`src/rtl/shift_unit_iterative.sv`:
```
// Iterative multi-mode shifter: SLL/SRL/SRA/ROR, STEP bit positions per clock,
// with valid/ready handshakes on the request and result sides.
module shift_unit_iterative #(
    parameter int WIDTH = 32,
    parameter int STEP  = 1
) (
    input  logic             clk,
    input  logic             rst,
    input  logic             in_valid,
    output logic             in_ready,
    input  logic [WIDTH-1:0] in_data,
    input  logic [WIDTH-1:0] in_amount,
    input  logic [1:0]       in_mode,
    output logic             out_valid,
    input  logic             out_ready,
    output logic [WIDTH-1:0] out_data,
    output logic             out_zero
);

    localparam int AW = $clog2(WIDTH);
    localparam int CW = AW + 1;
    localparam logic [WIDTH-1:0] W_AMT    = WIDTH'(WIDTH);
    localparam logic [CW-1:0]    W_CNT    = CW'(WIDTH);
    localparam logic [CW-1:0]    STEP_CNT = CW'(STEP);

    typedef enum logic [1:0] {
        IDLE  = 2'b00,
        SHIFT = 2'b01,
        DONE  = 2'b10
    } state_e;

    typedef enum logic [1:0] {
        MODE_SLL = 2'b00,
        MODE_SRL = 2'b01,
        MODE_SRA = 2'b10,
        MODE_ROR = 2'b11
    } mode_e;

    state_e           state_q;
    mode_e            mode_q;
    logic [WIDTH-1:0] work_q, work_d;
    logic [CW-1:0]    rem_q, rem_d;
    logic [CW-1:0]    step_amt;
    logic [CW-1:0]    eff_amt;
    logic             in_ready_q;
    logic             out_valid_q;
    logic             out_zero_q;
    logic [WIDTH-1:0] out_data_q;

    // Over-range amounts saturate to WIDTH so the iteration count stays bounded.
    always_comb begin
        eff_amt = '0;
        if (mode_e'(in_mode) == MODE_ROR) begin
            eff_amt = {1'b0, in_amount[AW-1:0]};
        end else if (in_amount >= W_AMT) begin
            eff_amt = W_CNT;
        end else begin
            eff_amt = in_amount[CW-1:0];
        end
    end

    always_comb begin
        step_amt = (rem_q < STEP_CNT) ? rem_q : STEP_CNT;
        rem_d    = rem_q - step_amt;
        work_d   = work_q;
        case (mode_q)
            MODE_SLL: work_d = work_q << step_amt;
            MODE_SRL: work_d = work_q >> step_amt;
            MODE_SRA: work_d = $unsigned($signed(work_q) >>> step_amt);
            MODE_ROR: work_d = (work_q >> step_amt) | (work_q << (W_CNT - step_amt));
            default:  work_d = work_q;
        endcase
    end

    always_ff @(posedge clk or posedge rst) begin
        if (rst) begin
            state_q     <= IDLE;
            mode_q      <= MODE_SLL;
            work_q      <= '0;
            rem_q       <= '0;
            in_ready_q  <= 1'b1;
            out_valid_q <= 1'b0;
            out_data_q  <= '0;
            out_zero_q  <= 1'b0;
        end else begin
            case (state_q)
                IDLE: begin
                    if (in_valid) begin
                        work_q     <= in_data;
                        mode_q     <= mode_e'(in_mode);
                        rem_q      <= eff_amt;
                        in_ready_q <= 1'b0;
                        state_q    <= SHIFT;
                    end
                end
                SHIFT: begin
                    if (rem_q == '0) begin
                        out_valid_q <= 1'b1;
                        out_data_q  <= work_q;
                        out_zero_q  <= (work_q == '0);
                        state_q     <= DONE;
                    end else begin
                        work_q <= work_d;
                        rem_q  <= rem_d;
                    end
                end
                DONE: begin
                    if (out_ready) begin
                        out_valid_q <= 1'b0;
                        in_ready_q  <= 1'b1;
                        state_q     <= IDLE;
                    end
                end
                default: begin
                    state_q     <= IDLE;
                    in_ready_q  <= 1'b1;
                    out_valid_q <= 1'b0;
                end
            endcase
        end
    end

    assign in_ready  = in_ready_q;
    assign out_valid = out_valid_q;
    assign out_data  = out_data_q;
    assign out_zero  = out_zero_q;

endmodule

```
`config.mk`:
```
export PLATFORM = sky130hd
export DESIGN_NAME = shift_unit_iterative
export DESIGN_NICKNAME = d
export VERILOG_FILES = /design/src/rtl/shift_unit_iterative.sv
export SDC_FILE = /design/constraint.sdc
export NUM_CORES = 1
export LEC_CHECK = 0
export BUFFER_PORTS_ARGS = -buffer_cell sky130_fd_sc_hd__buf_2
export CORE_ASPECT_RATIO = 0.6
export CORE_MARGIN = 2
export CORE_UTILIZATION = 50
export CTS_BUF_LIST = sky130_fd_sc_hd__clkbuf_4 sky130_fd_sc_hd__clkbuf_8
export DETAILED_ROUTE_END_ITERATION = 8
export GPL_ROUTABILITY_DRIVEN = 0
export GPL_TIMING_DRIVEN = 0
export PLACE_DENSITY = 0.75
export SYNTH_ARGS = -nofsm -noshare
export SYNTH_HDL_FRONTEND = slang
export SYNTH_SLANG_ARGS = --single-unit
```
`constraint.sdc`:
```
create_clock -name clk -period 4.8 [get_ports clk]
set_clock_uncertainty 0.15 [all_clocks]
set_input_delay 1.44 -clock clk [delete_from_list [all_inputs] [get_ports clk]]
set_output_delay 1.44 -clock clk [all_outputs]
set_load 0.02 [all_outputs]
```
Word-level counts from Yosys, hierarchy flattened
Cells that the tools add are included.
{"block": "classes", "addsub": 2, "magnitude_cmp": 2, "n_eq_ne": 10, "n_shift": 4, "muxes": 20, "bitwise_logic": 3, "n_reduce_logical": 11}
{"operator": "$pmux W32 S4", "n": 1}
{"operator": "$mux W32", "n": 2}
{"operator": "$pmux W32 S2", "n": 1}
{"operator": "$shl A32 B6 Y32", "n": 2}
{"operator": "$ge A32 B6 Y1 const B", "n": 1}
{"operator": "$logic_not A32 Y1", "n": 1}
{"operator": "$or A32 B32 Y32", "n": 1}
{"operator": "$shr A32 B6 Y32", "n": 1}
{"operator": "$sshr A32 B6 Y32", "n": 1}
{"operator": "$mux W6", "n": 5}
{"operator": "$pmux W6 S2", "n": 1}
{"operator": "$reduce_and A3 Y1", "n": 4}
{"operator": "$eq A2 B2 Y1 const B", "n": 4}
{"operator": "$ne A2 B2 Y1 const B", "n": 4}
{"operator": "$logic_not A6 Y1", "n": 1}
{"operator": "$lt A6 B1 Y1 const B", "n": 1}
{"operator": "$mux W2", "n": 3}
{"operator": "$pmux W1 S3", "n": 2}
{"operator": "$pmux W2 S3", "n": 1}
{"operator": "$sub A6 B6 Y6", "n": 1}
{"operator": "$sub A6 B6 Y6 const A", "n": 1}
{"operator": "$eq A2 B1 Y1 const B", "n": 2}
{"operator": "$logic_not A2 Y1", "n": 2}
{"operator": "$mux W1", "n": 4}
{"operator": "3 further kinds", "n": 5}
{"block": "word_totals", "regBits": 77, "inputBits": 70, "out_inout_bits": 35, "elab_cells": 60}

Logic depth before layout (Yosys ltp)
{"block": "depth", "ltp_word": 8, "ltp_mapped": 11}

Least setup slack after synthesis
OpenSTA, ideal clock, no wires.
{"block": "synth_timing", "path_type": "input-to-reg", "from": "input in_valid", "to": "register work_q[19]", "setup_time_ns": 0.126, "arrival_ns": 2.444, "t_required_ns": 4.524, "slack_ns": 2.080, "stages": 5, "path_buffers": 1, "path_cell_list": "nor3b_2 -> nor2_4 -> buf_2 -> a221oi_1 -> nand2_1"}
{"block": "synth_via", "elab_chain_len": 2}
{"item": "start, declared", "line": "9", "rtl": "input logic in_valid,"}
{"item": "$ne A2 B2 Y1 (no line)"}
{"item": "$reduce_and A3 Y1 (no line)"}
{"item": "end signal, assigned", "line": "89", "rtl": "work_q <= in_data;"}
{"item": "end signal, assigned", "line": "103", "rtl": "work_q <= work_d;"}
{"item": "end, declared", "line": "41", "rtl": "logic [WIDTH-1:0] work_q, work_d;"}
Every way passes these cells.
A chain may end at the register's enable or synchronous reset.

Worst setup path after layout
{"block": "layout_timing", "from": "register rem_q[3]", "to": "register work_q[15]"}
{"block": "layout_via", "elab_chain_len": 8}
{"item": "start, declared", "line": "42", "rtl": "logic [CW-1:0] rem_q, rem_d;"}
{"item": "start signal, assigned", "line": "91", "rtl": "rem_q <= eff_amt;"}
{"item": "start signal, assigned", "line": "104", "rtl": "rem_q <= rem_d;"}
{"item": "$lt A6 B1 Y1", "line": "63", "rtl": "step_amt = (rem_q < STEP_CNT) ? rem_q : STEP_CNT;"}
{"item": "$mux W6", "line": "63"}
{"item": "$sub A6 B6 Y6", "line": "70", "rtl": "MODE_ROR: work_d = (work_q >> step_amt) | (work_q << (W_CNT - step_amt));"}
{"item": "$shl A32 B6 Y32", "line": "70"}
{"item": "$or A32 B32 Y32", "line": "70"}
{"item": "$pmux W32 S4", "line": "66", "rtl": "case (mode_q)"}
{"item": "$mux W32", "line": "97", "rtl": "if (rem_q == '0) begin"}
{"item": "$pmux W32 S2", "line": "86", "rtl": "case (state_q)"}
Several ways; a longest one is shown, not always the timed one. The select of a mux whose other input is x is not followed.

==> reports/metrics.yaml <==
detailed_routing:
  viasPerCell: 6.05
  ant_nets: 0
  wl_per_cell_um: 19.5
  vias: 3953
  first_iter_violations: 420
  drt_first_pass_iters: 5
  totalWireLength_mm: 12.7
  drc: 0
layout:
  final_cells: 653
  seq_area_mm2: 0.00193
  drive_above_1_share: 0.333
  syn2layout_area_growth_pct: 21.0
  final_area_mm2: 0.00524
  multiInputGateArea_mm2: 0.00223
  final_nets: 609
  fillers: 726
  post-route-util: 0.619
  diodes: 0
die:
  die_w_um: 124
  rows: 26
  chipHeight_um: 76.1
  die_area_mm2: 0.00944
  coreArea_mm2: 0.00846
  start_util: 0.512
  io-pin-count: 105
global_route:
  grt_max_degree: 62
  grt_pass1_wl_mm: 20.4
  grt_pass1_vias: 3887
  antenna_found_initial: 0
  grt_overflow_total: 0
  grt_use_total: 0.285
setup_path:
  start_kind: "flop"
  cp-end-kind: "flop"
  arrival_ns: 3.11
  critical_path_class: "flop to flop"
  cp_max_fo: 10
  worst_path_most_repeated_cell: "nor3_1"
  cp_slowest_stage_delay_ns: 0.47
  path_cells: "nor4_4 > nand2_4 > clkinv_4 > ha_1 > buf_2 > buf_4 > mux2i_1 > nor2_1 > nor3_1 > nor3_1 > a221o_1"
  critical_path.slowest_cell: "nor4_4"
  worstPathRequired_ns: 4.90
synthesis:
  synthesis.area_mm2: 0.00433
  synthCells: 421
  syn_area_per_cell_um2: 10.3
  synth-main-ff-cell: "dfrtp_1"
  netlist_top_cells_area: "dfrtp_1 (44%), mux2_4 (9.0%), nand2_1 (5.2%), mux2i_1 (3.5%), nor2_1 (3.4%)"
  synth_xor_xnor_area_share: 0
  synth-simple-area-share: 0.189
  synth_top_family_by_area: "simple AND/OR/NAND/NOR gates"
  yosys_warnings: 0
  synth-compound-area-share: 0.144
  synth_top_cell_area_share: 0.439
  synth_fa_ha_area_frac: 0.00578
  synth_cell_types: 53
  synth_mux_area_frac: 0.175
  synthesis.nets: 493
  yosys.area.top_type: "dfrtp_1"
  ys_ff_latch: 77
  ys_async_sr_fraction: 1.00
  synth_edf_count: 0
  yosysSeqAreaShare: 0.445
cts:
  clock-sinks: 77
  cts_tree: "yes"
  htreeDepth: 3
  numCtsBuffers: 9
  clkLatencyLatePin_ns: 0.37
  ctsResizeCount: 0
  cts_setup_buffers: 0
  clock_path_buffers: 2
  clk_pin_slew_ns: 0.08
  clockRootBuffer: "clkbuf_8"
  hold_buffers: 0
power_and_ir_drop:
  power.density_mw_per_mm2: 771
  power.total_mw: 4.04
  ir_drop_mv: 0.359
  cellLeakagePower_nw: 2.49
sta:
  finalSetupViolCount: 0
  worst_pin_slew_ns: 0.806
  post-route-period-util: 0.627
  finalMaxSlewViolations: 0
  hold_viol: 0
  period_minus_slack_ns: 3.01
  grt_setup_unrepaired: "no"
  finalSetupTns_ns: 0
  max_slew_margin: 0.460
  fmax_mhz: 332
run:
  maxCapViolCount: 0
outcome:
  outcome: "complete, no violations"
placement:
  dp.cells: 638
  io_buffers: 104
  dp_hpwl_mm: 9.43
  post_dp_cell_area_mm2: 0.00502
hold_path:
  hold_class: "flop to flop"
==> cell families after synthesis <==
group / Yosys count
compound gates: 86
fa+ha+maj: 2
buf+inv: 33
flops: 77
mux: 53
other cells: 1
simple gates: 169
==> synth_stat cells, drive strengths merged (9+ instances only) <==
master,instances
clkbuf,14
nor2,40
buf,14
a21oi,14
mux2,32
o21ai,27
o221a,9
nand3,15
nor3,16
nor4,17
dfrtp,76
mux2i,15
nand2,62
a221o,9
==> final timing paths <==
kind                       slack (ns)                       to  cells past startpoint                  from
max                              1.79   work_q[15]$_DFFE_PP0P_                     11  rem_q[3]$_DFFE_PP0P_
min                              0.31     in_ready$_DFFE_PP1P_                      2  in_ready$_DFFE_PP1P_
max reg2reg                      1.79   work_q[15]$_DFFE_PP0P_                     11  rem_q[3]$_DFFE_PP0P_
min reg2reg                      0.31     in_ready$_DFFE_PP1P_                      2  in_ready$_DFFE_PP1P_
max in group asynchronous        3.04     in_ready$_DFFE_PP1P_                      3                   rst
min in group asynchronous        0.84  out_data[4]$_DFFE_PP0P_                      2                   rst
==> final cells by class <==
| type | instances | area share |
|---|---|---|
| Multi-Input combinational cell | 311 | 0.425 |
| Buffer | 28 | 0.0287 |
| Clock buffer | 11 | 0.0277 |
| Tap cell | 112 | 0.0268 |
| Timing Repair Buffer | 105 | 0.105 |
| Inverter | 5 | 0.00502 |
| Clock inverter | 4 | 0.0139 |
| Sequential cell | 77 | 0.368 |
==> power breakdown <==
part / switching [mW] / internal (mW)
clock: 0.239 / 0.309
combinational: 1.14 / 0.921
sequential: 0.447 / 0.981
==> flip-flops by register name, summed over array words and instances, names as in the netlist <==
name	count
out_zero	1
rem_q	6
in_ready	1
work_q	32
out_data	32
out_valid	1
state_q	2
mode_q	2
==> placed cells by master (no fill, tap or decap), types with 3 or more instances in the layout <==
master      n
buf_2     113
dfrtp_1    76
nand2_1    60
nor2_1     39
mux2_4     26
o21ai_0    26
nor4_1     16
nor3_1     16
nand3_1    15
mux2i_1    15
clkbuf_1   14
a21oi_1    12
clkbuf_8   10
a221o_1     9
o221a_1     9
o22ai_1     7
mux2_1      6
a211oi_1    5
buf_6       4
mux4_1      4
nand4_1     3
nand2b_1    3
a31oi_1     3
or3_1       3
==> metrics by stage <==
| stage | hold WS [ns] | setup slack, ns |
|---|---|---|
| global route | 0.344 | 1.62 |
| detailed placement | 0.308 | 1.53 |
| CTS | 0.320 | 1.86 |
| finish | 0.314 | 1.79 |
| global placement | 0.300 | 0.426 |
| floorplan | 0.335 | 1.24 |
==> worst max-delay path: cells and delay by family (launching register included) <==
kind            cells  cell delay [ns]
flops               1             0.45
simple gates        5             1.11
mux                 1             0.15
fa+ha+maj           1             0.25
buf+inv             3             0.52
compound gates      1             0.27
==> routing by layer <==
layer	vias up	GRT usage	wire, um
li1	1798	-	-
met1	1882	0.413	5670
met2	252	0.401	5440
met3	21	0.0981	1450
met4	0	0.0865	185
met5	-	0	0
(Power assumes the default switching activity.)
